==> config.mk <==
export PLATFORM = sky130hd
export DESIGN_NAME = cc_deserializer
export DESIGN_NICKNAME = d
export VERILOG_FILES = /design/src/rtl/cc_pkg.sv /design/src/rtl/cc_line_assembler.sv /design/src/rtl/cc_deserializer.sv
export SDC_FILE = /design/constraint.sdc
export NUM_CORES = 1
export LEC_CHECK = 0
export BUFFER_PORTS_ARGS = -buffer_cell sky130_fd_sc_hd__buf_2
export CAP_MARGIN = 20
export CORE_AREA = 4 4 233 235
export CTS_CLUSTER_DIAMETER = 100
export CTS_CLUSTER_SIZE = 12
export DETAILED_ROUTE_END_ITERATION = 16
export DIE_AREA = 0 0 237 239
export GPL_TIMING_DRIVEN = 1
export PLACE_DENSITY = 0.71
export REMOVE_ABC_BUFFERS = 1
export SLEW_MARGIN = 20
export SYNTH_ARGS = -nofsm -noshare
export SYNTH_HDL_FRONTEND = slang
export SYNTH_SLANG_ARGS = --single-unit
==> constraint.sdc <==
create_clock -name clk -period 25.1 [get_ports clk]
set_input_delay 5.02 -clock clk [delete_from_list [all_inputs] [get_ports clk]]
set_output_delay 5.02 -clock clk [all_outputs]
set_load 0.02 [all_outputs]
==> src/rtl/cc_pkg.sv <==
// Shared constants and state encoding for the cache-line fill deserializer.
// The optional critical-word forwarding outputs are enabled by CC_DESER_CWF_EN.
package cc_pkg;

    localparam int LINE_W   = 512;
    localparam int BEAT_W   = 64;
    localparam int BEATS    = 8;
    localparam int FIFO_W   = 518;
    localparam int BASE_LSB = 515;

    typedef enum logic [1:0] {
        S_IDLE = 2'd0,
        S_RECV = 2'd1,
        S_PUSH = 2'd2
    } state_t;

endpackage

==> src/rtl/cc_line_assembler.sv <==
// Word-indexed 512-bit line register: one 64-bit word written per enabled cycle.
module cc_line_assembler
    import cc_pkg::*;
(
    input  logic              clk,
    input  logic              rst,
    input  logic              we_i,
    input  logic [2:0]        idx_i,
    input  logic [BEAT_W-1:0] data_i,
    output logic [LINE_W-1:0] line_o
);

    logic [LINE_W-1:0] line_q;
    logic [LINE_W-1:0] line_d;

    always_comb begin
        line_d = line_q;
        if (we_i) begin
            line_d[idx_i*BEAT_W +: BEAT_W] = data_i;
        end
    end

    always_ff @(posedge clk or posedge rst) begin
        if (rst) begin
            line_q <= '0;
        end else begin
            line_q <= line_d;
        end
    end

    assign line_o = line_q;

endmodule

==> src/rtl/cc_deserializer.sv <==
// Reassembles a critical-word-first 8-beat fill into natural order and pushes one
// 518-bit entry to the line-fill FIFO. CC_DESER_CWF_EN adds critical-word forwarding.
module cc_deserializer
    import cc_pkg::state_t, cc_pkg::S_IDLE, cc_pkg::S_RECV, cc_pkg::S_PUSH,
           cc_pkg::LINE_W, cc_pkg::FIFO_W;
#(
    parameter int BEATS  = 8,
    parameter int DATA_W = 64
) (
    input  logic              clk,
    input  logic              rst,
    input  logic              req_valid_i,
    input  logic [2:0]        req_word_i,
    output logic              req_ready_o,
    input  logic [DATA_W-1:0] mem_rdata_i,
    input  logic              mem_rlast_i,
    input  logic              mem_rvalid_i,
    output logic              mem_rready_o,
    input  logic              fifo_full_i,
    output logic              fifo_wren_o,
    output logic [FIFO_W-1:0] fifo_wdata_o,
    output logic              proto_err_o,
`ifdef CC_DESER_CWF_EN
    output logic              cwf_valid_o,
    output logic [DATA_W-1:0] cwf_data_o,
`endif
    output state_t            dbg_state_o
);

    // The 3-bit beat counter and base index only make sense for an 8 x 64b line.
    if (BEATS != 8 || BEATS * DATA_W != LINE_W) begin : g_cfg_err
        $error("cc_deserializer: BEATS must be 8 and BEATS*DATA_W must equal 512");
    end

    // Handshake: a beat transfers on a cycle where mem_rvalid_i and mem_rready_o are
    // both high; a request transfers when req_valid_i and req_ready_o are both high.
    state_t      state_q, state_d;
    logic [2:0]  beat_cnt_q, beat_cnt_d;
    logic [2:0]  base_q, base_d;
    logic        proto_err_q, proto_err_d;
    logic        beat_fire;
    logic [2:0]  wr_idx;
    logic [LINE_W-1:0] line_buf;

    assign wr_idx = base_q + beat_cnt_q;

    always_comb begin
        state_d      = state_q;
        beat_cnt_d   = beat_cnt_q;
        base_d       = base_q;
        proto_err_d  = proto_err_q;
        req_ready_o  = 1'b0;
        mem_rready_o = 1'b0;
        fifo_wren_o  = 1'b0;
        beat_fire    = 1'b0;
        case (state_q)
            S_IDLE: begin
                req_ready_o = 1'b1;
                if (req_valid_i) begin
                    base_d     = req_word_i;
                    beat_cnt_d = 3'd0;
                    state_d    = S_RECV;
                end
            end
            S_RECV: begin
                mem_rready_o = 1'b1;
                beat_fire    = mem_rvalid_i;
                if (beat_fire) begin
                    beat_cnt_d = beat_cnt_q + 3'd1;
                    // rlast must coincide exactly with the eighth beat; assembly stays count-based.
                    if (mem_rlast_i != (beat_cnt_q == 3'd7)) begin
                        proto_err_d = 1'b1;
                    end
                    if (beat_cnt_q == 3'd7) begin
                        state_d = S_PUSH;
                    end
                end
            end
            S_PUSH: begin
                fifo_wren_o = ~fifo_full_i;
                if (!fifo_full_i) begin
                    state_d = S_IDLE;
                end
            end
            default: begin
                state_d = S_IDLE;
            end
        endcase
    end

    always_ff @(posedge clk or posedge rst) begin
        if (rst) begin
            state_q     <= S_IDLE;
            beat_cnt_q  <= 3'd0;
            base_q      <= 3'd0;
            proto_err_q <= 1'b0;
        end else begin
            state_q     <= state_d;
            beat_cnt_q  <= beat_cnt_d;
            base_q      <= base_d;
            proto_err_q <= proto_err_d;
        end
    end

    cc_line_assembler u_asm (
        .clk    (clk),
        .rst    (rst),
        .we_i   (beat_fire),
        .idx_i  (wr_idx),
        .data_i (mem_rdata_i),
        .line_o (line_buf)
    );

    assign fifo_wdata_o = (state_q == S_PUSH) ? {base_q, 3'b000, line_buf} : '0;
    assign proto_err_o  = proto_err_q;
    assign dbg_state_o  = state_q;

`ifdef CC_DESER_CWF_EN
    logic              cwf_valid_q;
    logic [DATA_W-1:0] cwf_data_q;
    logic              cwf_hit;

    assign cwf_hit = beat_fire && (beat_cnt_q == 3'd0);

    always_ff @(posedge clk or posedge rst) begin
        if (rst) begin
            cwf_valid_q <= 1'b0;
            cwf_data_q  <= '0;
        end else begin
            cwf_valid_q <= cwf_hit;
            cwf_data_q  <= cwf_hit ? mem_rdata_i : '0;
        end
    end

    assign cwf_valid_o = cwf_valid_q;
    assign cwf_data_o  = cwf_data_q;
`endif

endmodule

After elaboration in Yosys (flattened, before gate mapping)
Cells that the tools add are included.
{ "word_totals": {"ff_bits": 521, "latch_bits": 0, "ram_bits": 0, "rom_bits": 0, "in_bits": 73, "out_inout_bits": 524, "wordCells": 39, "n_memories": 0} }
{ "classes": {"add_sub_neg": 3, "mul": 0, "n_div": 0, "n_lt_le_gt_ge": 0, "eq_ne": 8, "n_shift": 2, "muxes": 14, "bitwise_logic": 1, "reduce_logical": 6} }
{ "op_table": {"columns": ["op", "count"], "rows": [
  ["$mux W518", 1],
  ["$bwmux W512", 1],
  ["$shift A64 B34 Y512 const A", 1],
  ["$shiftx A64 B34 Y512", 1],
  ["$neg A9 Y34", 1],
  ["$mux W2", 4],
  ["$ne A2 B2 Y1 const B", 4],
  ["$mux W3", 2],
  ["$pmux W2 S3", 1],
  ["$pmux W3 S2", 1],
  ["$reduce_and A3 Y1", 2],
  ["$mux W1", 4],
  ["$reduce_and A4 Y1", 1],
  ["$add A3 B1 Y3 const B", 1],
  ["$add A3 B3 Y3", 1],
  ["$eq A3 B3 Y1 const B", 1],
  ["$eq A2 B1 Y1 const B", 1],
  ["$eq A2 B2 Y1 const B", 1],
  ["$logic_not A2 Y1", 1],
  ["$reduce_and A2 Y1", 1],
  ["$reduce_bool A2 Y1", 1],
  ["$ne A1 B1 Y1", 1],
  ["$not A1 Y1", 1]
]} }

Longest topological paths before layout
Gate-level depths: netlist of run 1.
{ "logic_depth": {"word_depth": 4, "depth_mapped": 11, "ltp_nobuf": 8} }

Hierarchy
Synthesis of run 1 repeated with hierarchy kept, for this count alone.
{ "unflattened": {"cells_unflattened": 2226, "area_unflattened_um2": 24496.0} }
{ "modules_own_cells": {"columns": ["mod", "instances", "cells_per_inst", "area_each_um2", "seq_area_each_um2"], "rows": [
  ["cc_line_assembler", 1, 1604, 20453.4, 12812.3],
  ["cc_deserializer", 1, 622, 4042.6, 225.2]
]} }

Worst setup path before layout of run 1
No wires, ideal clock.
{ "synth_path": {"kind": "input -> output", "from": "in fifo_full_i", "to": "out fifo_wren_o", "arrival_ns": 5.324, "t_required_ns": 20.080, "slack_ns": 14.756, "stages": 1, "n_path_buf": 0, "cell_sequence": "nor2b_1"} }
{ "synth_between": {"elab_chain_cells": 2} }
{ "synth_rtl": {"columns": ["element", "line_no", "source"], "rows": [
  ["start, declared", "cc_deserializer.sv:19", "input logic fifo_full_i,"],
  ["$not A1 Y1", "cc_deserializer.sv:80", "fifo_wren_o = ~fifo_full_i;"],
  ["$mux W1", "cc_deserializer.sv:56", "case (state_q)"],
  ["end, declared", "cc_deserializer.sv:20", "output logic fifo_wren_o,"]
]} }
Every way passes these cells.

Worst setup path in the final report of run 1
Same ends and word-level chain as after synthesis.

==> summary.md, run 1 <==
| Metric | Value |
|---|---|
| Status | `complete, no violations` |
| Nets@finish | `2474` |
| Root buffer cell | `clkbuf_16` |
| Final cell count without fillers | `3083` |
| Clock-pin slew on the worst setup and hold paths | `60 ps` |
| Worst R2R Path Depth | `9` |
| Minimum clock period | `10460 ps` |
| Clk_lat worst skew | `580 ps` |
| Worst Setup End Kind | `output port` |
| Max Buffers Root-to-Sink | `3` |
| CP Buf/Inv Count | `2` |
| Die width | `237 um` |
| Die Span Y | `239 um` |
| Share of power burned in registers | `0.442` |
| Leading cell type in the layout, fill and taps excluded | `buf_2` |
| # rows | `84` |
| CTS sink count | `521` |
| Sw frac | `0.322` |
| Worst slew margin | `0.280` |
| Setup repair bufs after CTS | `0` |
| Area Overhead vs Synth | `20.2%` |
| Core Area | `0.0522 mm^2` |
| Post-Synthesis Cells | `1846` |
| Initial DRC Count | `825` |
| Final worst path period share | `0.417` |
| Worst setup path category | `primary input to output port` |
| Largest net degree at the start of global routing | `174` |
| Most used cell, CP | `buf_2` |
| Clk pwr share | `0.197` |
| Leakage power | `0.0145 uW` |
| Routed wire per std cell | `21.1 um` |
| Ys Warns | `0` |
| Count of cell types in the netlist | `34` |
| Initial antenna violation count | `2` |
| Remaining DRCs | `0` |
| CP Cell Sequence | `buf_2, nor2b_1, buf_2` |
| # resized after CTS | `0` |
| Slew @ Worst Pin | `1080 ps` |
| Stages on worst setup path | `3` |
| Slew Limit Fails | `0` |
| Worst EP required | `20080 ps` |
| H-tree depth | `2` |
| Maxcap violations | `0` |
| Most frequent cells in the layout | `buf_2 (593), dfrtp_1 (521), and2_1 (516)` |
| Share of cells above drive strength 1 | `0.447` |
| Vias in the first global route | `16400` |
| Critical path startpoint category | `primary input` |
| CTS tree | `built` |
| IO Count | `597` |
| HPWL after DPL | `43.2 mm` |
| Inst Count DP | `3031` |
| IO Port Bufs | `593` |
| Arrival time worst endpoint | `5440 ps` |
| Hold WC Path Type | `register to register` |
| Hold Crit Depth | `1` |
| Filler Cells Inserted | `4485` |
| Slowest stage delay, CP | `180 ps` |
| Post-Place Worst Slack | `14620 ps` |
| Skew final | `14.7 ps` |
| Fin worst setup slack | `14640 ps` |
| Via-to-Cell Ratio | `5.09` |
| Max Fclk | `0.0956 GHz` |
| Critical Path Fanout Max | `2` |
| Setup TNS | `0 ps` |
| Cts bufs inserted | `49` |
| Peak VDD IR | `0.118 mV` |
| Overflow after GRT | `0` |
| Pwr/cell area | `115 mW/mm^2` |
| Logic pwr share | `0.360` |
| Final ANT Viol Nets | `0` |
| Cell Area, Synth | `0.0235 mm^2` |
| RSZ-0062 raised after global routing | `no` |
| GRT Total Usage | `0.222` |
| GP Congestion | `0.824` |
| Internal | `2200 uW` |
| Number of hold buffers added after CTS | `0` |
| Fin. Hold Viols | `0` |
| Final WL | `65.0 mm` |
| Psw | `1050 uW` |
| Vias | `15700` |
| Setup Viol. Count Final | `0` |
| First-pass GRT wire length | `99.4 mm` |
| CP max stage cell | `buf_2` |
| Synthesized flop and latch total | `521` |
| Sequential share of the synthesized area | `0.555` |
| Starting density of the core | `0.450` |
| Hold WS | `476 ps` |
| ANT cells | `0` |
| CP top delay family | `buffers and inverters` |
| Die area | `0.0566 mm^2` |
| DRT Pass-1 Iters | `4` |
| Syn Area/Cell | `12.7 um^2` |
## routing by layer
layer	vias up	GRT usage	share of wire
li1	7109	-	-
met1	8061	0.285	0.41
met2	437	0.382	0.50
met3	94	0.0557	0.065
met4	2	0.0575	0.024
met5	-	0	0.00029
## layout make-up
class | count | area, um^2 | share of cell area
Clock buffer | 50 | 1230 | 0.0436
Inverter | 69 | 267 | 0.00944
Multi-Input combinational cell | 1138 | 9660 | 0.342
Timing Repair Buffer | 616 | 3170 | 0.112
Sequential cell | 521 | 13000 | 0.462
Clock inverter | 1 | 8.76 | 0.000310
Tap cell | 688 | 861 | 0.0305
## sequential cells by signal (all words and copies together) (netlist names)
| register | flops |
|---|---|
| u_asm.line_o | 512 |
| base_q | 3 |
| beat_cnt_q | 3 |
| dbg_state_o | 2 |
| proto_err_o | 1 |
## power groups by stage
stage / clock (uW) / sequential, uW / combinational [uW]
CTS: 658 / 1440 / 1190
global route: 692 / 1480 / 1270
detailed placement: 0 / 1450 / 1190
floorplan: 0 / 1390 / 950
finish: 640 / 1440 / 1170
global placement: 0 / 1420 / 1130
## synth_stat cells, drive strengths merged
master / number / area (um^2)
buf: 52 / 343
xnor3: 1 / 23.8
or4: 1 / 7.51
nand2: 64 / 240
a2111oi: 2 / 55.1
nor2: 1 / 3.75
nand2b: 3 / 18.8
dfrtp: 521 / 13000
nor4bb: 1 / 10.0
and2: 516 / 3230
nand3b: 2 / 15.0
nor3b: 1 / 7.51
ha: 5 / 62.6
conb: 1 / 3.75
a211o: 1 / 8.76
clkbuf: 68 / 255
nor4: 1 / 6.26
a32o: 1 / 10.0
or2: 1 / 6.26
inv: 69 / 259
a22o: 5 / 43.8
nor3: 2 / 20.0
and4b: 1 / 10.0
nor2b: 4 / 25.0
fa: 1 / 20.0
xnor2: 1 / 8.76
or4bb: 1 / 11.3
a31oi: 1 / 6.26
mux2i: 64 / 641
mux2: 452 / 5090
o21bai: 2 / 15.0
## cell families after synthesis
group	share of synthesized area
AND/OR/NAND/NOR	0.154
flip-flops	0.555
multiplexers	0.244
buffers and inverters	0.0365
AO/OA/AOI/OAI	0.00591
adder cells (fa/ha/maj)	0.00352
XOR/XNOR	0.00138
other	0.000160
## worst reg2reg max path: stages, from the launching register on
cell and delay (ps):
dfrtp_1 440, ha_4 190, fa_1 510, inv_1 140
ha_1 240, ha_1 420, nor4bb_1 330, and4b_4 580
buf_4 800, mux2_2 520
## per-stage QoR
| step | power (uW) | util | area [um^2] |
|---|---|---|---|
| 2_1_floorplan | 2340 | - | 22900 |
| 3_3_place_gp | 2550 | 0.516 | 27000 |
| 3_5_place_dp | 2630 | 0.516 | 27000 |
| 4_1_cts | 3280 | 0.540 | 28200 |
| 5_1_grt | 3450 | 0.541 | 28200 |
| 6_report | 3250 | 0.541 | 28200 |
## worst paths after layout
path                                   start                end  slack, ps
min reg2reg                u_asm.line_o[410]  u_asm.line_o[410]        480
max in group asynchronous                rst   u_asm.line_o[95]      18070
max reg2reg                    beat_cnt_q[0]   u_asm.line_o[55]      20820
min in group asynchronous                rst    u_asm.line_o[0]       4660
min                        u_asm.line_o[410]  u_asm.line_o[410]        480
max                              fifo_full_i        fifo_wren_o      14640
Note: power is estimated with default switching activity, not from simulation.
==> inputs of run 2 (changes only) <==
clock period = 10.45 ns   (was 25.1 ns; I/O delays follow)
==> run 2 against run 1 <==
  * Worst hold slack is essentially flat
  * Combinational power grew 140%
  * Final cell count is essentially flat
  * Clock-buffer cell count is the same
  * Largest cell class unchanged
  * Largest power group unchanged
==> summary.md, run 2 (synthesis gave the netlist of run 1 again) <==
| Metric | Value |
|---|---|
| Die area | `0.0566 mm^2` |
| Final ANT Viol Nets | `0` |
| Worst slew margin | `0.326` |
| RSZ-0062 raised after global routing | `no` |
| Initial DRC Count | `816` |
| Setup repair bufs after CTS | `0` |
| Vias | `15800` |
| Hold WS | `476 ps` |
| Overflow after GRT | `0` |
| Peak VDD IR | `0.212 mV` |
| GP Congestion | `0.834` |
| Internal | `5290 uW` |
| Final worst path period share | `0.552` |
| Logic pwr share | `0.357` |
| Leading cell type in the layout, fill and taps excluded | `buf_2` |
| Pwr/cell area | `278 mW/mm^2` |
| Worst Setup End Kind | `output port` |
| Clk pwr share | `0.197` |
| CP top delay family | `buffers and inverters` |
| Setup TNS | `0 ps` |
| Register area | `0.0130 mm^2` |
| Via-to-Cell Ratio | `5.11` |
| Max Buffers Root-to-Sink | `3` |
| H-tree depth | `2` |
| HPWL after DPL | `42.9 mm` |
| Largest net degree at the start of global routing | `309` |
| Worst setup path category | `register to output port` |
| Starting density of the core | `0.450` |
| Clk_lat worst skew | `570 ps` |
| Number of flip-flops in the largest register | `512` |
| Slew @ Worst Pin | `1010 ps` |
| Area Overhead vs Synth | `20.4%` |
| Max Fclk | `0.173 GHz` |
| Number of hold buffers added after CTS | `0` |
| IO Count | `597` |
| # rows | `84` |
| Root buffer cell | `clkbuf_16` |
| Initial antenna violation count | `3` |
| Setup Viol. Count Final | `0` |
| Arrival time worst endpoint | `3680 ps` |
| CP Buf/Inv Count | `4` |
| Most frequent cells in the layout | `buf_2 (593), dfrtp_1 (521), and2_1 (516)` |
| Share of cells above drive strength 1 | `0.447` |
| # resized after CTS | `0` |
| IO Port Bufs | `593` |
| Status | `complete, no violations` |
| Die Span Y | `239 um` |
| Critical Path Fanout Max | `244` |
| Hold WC Path Type | `register to register` |
| Clock-pin slew on the worst setup and hold paths | `60 ps` |
| Slowest stage delay, CP | `590 ps` |
| Fin util | `0.541` |
| Core Area | `0.0522 mm^2` |
| DRT Pass-1 Iters | `5` |
| Die width | `237 um` |
| CP Cell Sequence | `nor2b_4, buf_4, buf_12, buf_16, and2_1, buf_2` |
| Remaining DRCs | `0` |
| Leakage power | `0.0145 uW` |
| Sw frac | `0.326` |
| Total power | `7860 uW` |
| CTS sink count | `521` |
| First-pass GRT wire length | `100 mm` |
| Skew final | `20.3 ps` |
| Fin. Hold Viols | `0` |
| Nets@finish | `2474` |
| Slew Limit Fails | `0` |
| Worst EP required | `8360 ps` |
| Share of power burned in registers | `0.446` |
| Critical path startpoint category | `register` |
| Routed wire per std cell | `21.3 um` |
| Psw | `2560 uW` |
| Vias in the first global route | `16600` |
| Cts bufs inserted | `49` |
| CTS tree | `built` |
| Final WL | `65.6 mm` |
| GRT Total Usage | `0.225` |
| Flop2flop setup slack | `5890 ps` |
| Area of the multi-input gates | `0.00966 mm^2` |
| Maxcap violations | `0` |
| Filler Cells Inserted | `4459` |
| Minimum clock period | `5770 ps` |
| CP max stage cell | `nor2b_4` |
==> run 2: area by class of cell <==
class	instances	share of cell area
Sequential cell	521	0.461
Multi-Input combinational cell	1138	0.342
Timing Repair Buffer	616	0.113
Clock buffer	50	0.0438
Tap cell	688	0.0304
Inverter	69	0.00942
Clock inverter	1	0.000265
Antenna cell	1	0.0000885
==> run 2: stage by stage <==
step	cells	cell area [um^2]	setup slack [ps]
2_1_floorplan	1728	22900	-6200
3_3_place_gp	3030	27000	5500
3_5_place_dp	3030	27000	5400
4_1_cts	3081	28200	4770
5_1_grt	3084	28300	4410
6_report	3084	28300	4680
==> run 2: worst reg2reg max path, cell delays in order (launching register included) <==
cell	delay (ps)
dfrtp_1	450
ha_4	940
inv_1	110
ha_1	230
ha_1	420
nor4bb_1	380
and4b_4	800
buf_4	670
mux2_2	440
==> run 2: power groups by stage <==
stage / clock, uW / combinational, uW / sequential (uW)
detailed placement: 0 / 2840 / 3530
CTS: 1590 / 2850 / 3510
floorplan: 0 / 2280 / 3330
global placement: 0 / 2720 / 3490
finish: 1550 / 2800 / 3510
global route: 1670 / 3060 / 3620
==> run 2: worst paths after layout <==
path                              startpoint                 to  cells past startpoint
max in group asynchronous                rst   u_asm.line_o[32]                      4
max reg2reg                    beat_cnt_q[0]   u_asm.line_o[32]                      8
min reg2reg                u_asm.line_o[397]  u_asm.line_o[397]                      1
min                        u_asm.line_o[397]  u_asm.line_o[397]                      1
min in group asynchronous                rst  u_asm.line_o[393]                      2
max                           dbg_state_o[0]  fifo_wdata_o[369]                      6
==> run 2: routing by layer <==
layer | GRT usage | up-vias | routed length [um]
met5 | 0 | - | 25
met4 | 0.0695 | 4 | 1890
li1 | - | 7117 | -
met1 | 0.306 | 8094 | 28500
met2 | 0.374 | 435 | 32000
met3 | 0.0367 | 115 | 3170
==> inputs of run 3 (changes only) <==
PLACE_DENSITY = 0.74   (was 0.71)
clock period = 5.3 ns   (was 10.45 ns; I/O delays follow)
==> run 3 against run 2 <==
  * Via count about the same
  * Largest power group unchanged
  * Total power up 96%
  * Cell area up 0.37%
  * Critical path depth down 2
  * Clock skew down 10 ps
  * Utilization up 0.20 points
  * Flip-flop and latch count unchanged
  * Clock-buffer cell count down 1
  * Register-to-register slack worse by 4500 ps
  * Worst hold slack worse by 0.63 ps
  * Non-clock buffer count up 2
==> summary.md, run 3 (synthesis gave the netlist of run 1 again) <==
| Metric | Value |
|---|---|
| CP Buf/Inv Count | `2` |
| Routed wire per std cell | `20.6 um` |
| Die width | `237 um` |
| Starting density of the core | `0.450` |
| IO Port Bufs | `593` |
| CP top delay family | `simple AND/OR/NAND/NOR gates` |
| Remaining DRCs | `0` |
| Skew final | `10.2 ps` |
| # resized after CTS | `0` |
| First-pass GRT wire length | `98.3 mm` |
| GP Congestion | `0.794` |
| Number of hold buffers added after CTS | `0` |
| CP Cell Sequence | `nor2b_4, buf_4, and2_1, buf_2` |
| Clock-pin slew on the worst setup and hold paths | `60 ps` |
| Minimum clock period | `3970 ps` |
| # rows | `84` |
| GRT Total Usage | `0.217` |
| Die Span Y | `239 um` |
| CP max stage cell | `nor2b_4` |
| Share of cells above drive strength 1 | `0.448` |
| Setup Viol. Count Final | `0` |
| Setup repair bufs after CTS | `0` |
| CTS sink count | `521` |
| Maxcap violations | `0` |
| Leading cell type in the layout, fill and taps excluded | `buf_2` |
| Critical path startpoint category | `register` |
| Arrival time worst endpoint | `2910 ps` |
| HPWL after DPL | `41.8 mm` |
| Overflow after GRT | `0` |
| Worst slew margin | `0.236` |
| Critical Path Fanout Max | `52` |
| Final ANT Viol Nets | `0` |
| Largest net degree at the start of global routing | `127` |
| Pwr/cell area | `542 mW/mm^2` |
| Nets@finish | `2476` |
| Hold WC Path Type | `register to register` |
| H-tree depth | `2` |
| Final worst path period share | `0.749` |
| CTS tree | `built` |
| Fin util | `0.543` |
| Worst Setup End Kind | `output port` |
| Peak VDD IR | `0.481 mV` |
| Worst setup path category | `register to output port` |
| Most frequent cells in the layout | `buf_2 (593), dfrtp_1 (521), and2_1 (516)` |
| Leakage power | `0.0146 uW` |
| Status | `complete, no violations` |
| DRT Pass-1 Iters | `4` |
| Max Buffers Root-to-Sink | `3` |
| Fin worst setup slack | `1330 ps` |
| Area Overhead vs Synth | `20.8%` |
| Filler Cells Inserted | `4395` |
| Root buffer cell | `clkbuf_16` |
| Post-Place Worst Slack | `1340 ps` |
| Final WL | `63.5 mm` |
| Number of flip-flops in the largest register | `512` |
| Slew Limit Fails | `0` |
| Slew @ Worst Pin | `1150 ps` |
| Max Fclk | `0.252 GHz` |
| Die area | `0.0566 mm^2` |
| Initial antenna violation count | `1` |
| Cts bufs inserted | `49` |
| Vias in the first global route | `16700` |
| Slowest stage delay, CP | `810 ps` |
| Via-to-Cell Ratio | `5.11` |
| Initial DRC Count | `856` |
| Vias | `15800` |
| RSZ-0062 raised after global routing | `no` |
| Clk_lat worst skew | `570 ps` |
| Core Area | `0.0522 mm^2` |
| Fin. Hold Viols | `0` |
| Flop2flop setup slack | `1380 ps` |
| Worst EP required | `4240 ps` |
| IO Count | `597` |
==> run 3: changes by cell type in the layout (fill, tap and decap cells not counted), sizes merged <==
cell	previous run	this run
buf	616	618
bufinv	0	1
clkbuf	50	49
clkinv	0	1
clkinvlp	1	0
==> run 3: metrics by stage <==
stage | hold WS, ps | setup TNS [ps] | cell area, um^2 | std cells | power (uW)
finish | 475 | 0 | 28400 | 3086 | 15400
global route | 494 | 0 | 28400 | 3086 | 16400
CTS | 480 | 0 | 28400 | 3084 | 15500
detailed placement | 466 | 0 | 27100 | 3033 | 12400
global placement | 459 | 0 | 27100 | 3033 | 12000
floorplan | 449 | -9830350 | 22900 | 1728 | 10900
==> run 3: power by group <==
| group | internal [uW] | switching [uW] | total [uW] |
|---|---|---|---|
| sequential | 5950 | 882 | 6830 |
| combinational | 2890 | 2610 | 5500 |
| clock | 1670 | 1400 | 3070 |
| total | 10500 | 4890 | 15400 |
==> run 3: worst paths after layout <==
kind                                     end               from  cells after the start
setup / recovery           fifo_wdata_o[369]     dbg_state_o[0]                      4
hold / removal             u_asm.line_o[431]  u_asm.line_o[431]                      1
setup reg to reg            u_asm.line_o[25]      beat_cnt_q[0]                      8
hold reg to reg            u_asm.line_o[431]  u_asm.line_o[431]                      1
max in group asynchronous   u_asm.line_o[24]                rst                      3
min in group asynchronous  u_asm.line_o[351]                rst                      2
==> run 3: cell type report <==
| type | instances | area [um^2] | share of cell area |
|---|---|---|---|
| multi-input cells | 1138 | 9660 | 0.340 |
| diodes | 1 | 2.50 | 0.0000881 |
| repair buffers | 618 | 3300 | 0.116 |
| well taps | 688 | 861 | 0.0303 |
| clock inverters | 2 | 35.0 | 0.00123 |
| flip-flops and latches | 521 | 13000 | 0.459 |
| clock buffers | 49 | 1230 | 0.0432 |
| inverters | 69 | 267 | 0.00939 |
==> run 3: metal layers <==
metal | GRT usage | share of wire | routed length (um)
met5 | 0 | 0 | 0
met4 | 0.0586 | 0.024 | 1530
met3 | 0.0540 | 0.065 | 4130
met2 | 0.365 | 0.49 | 31300
met1 | 0.283 | 0.42 | 26600
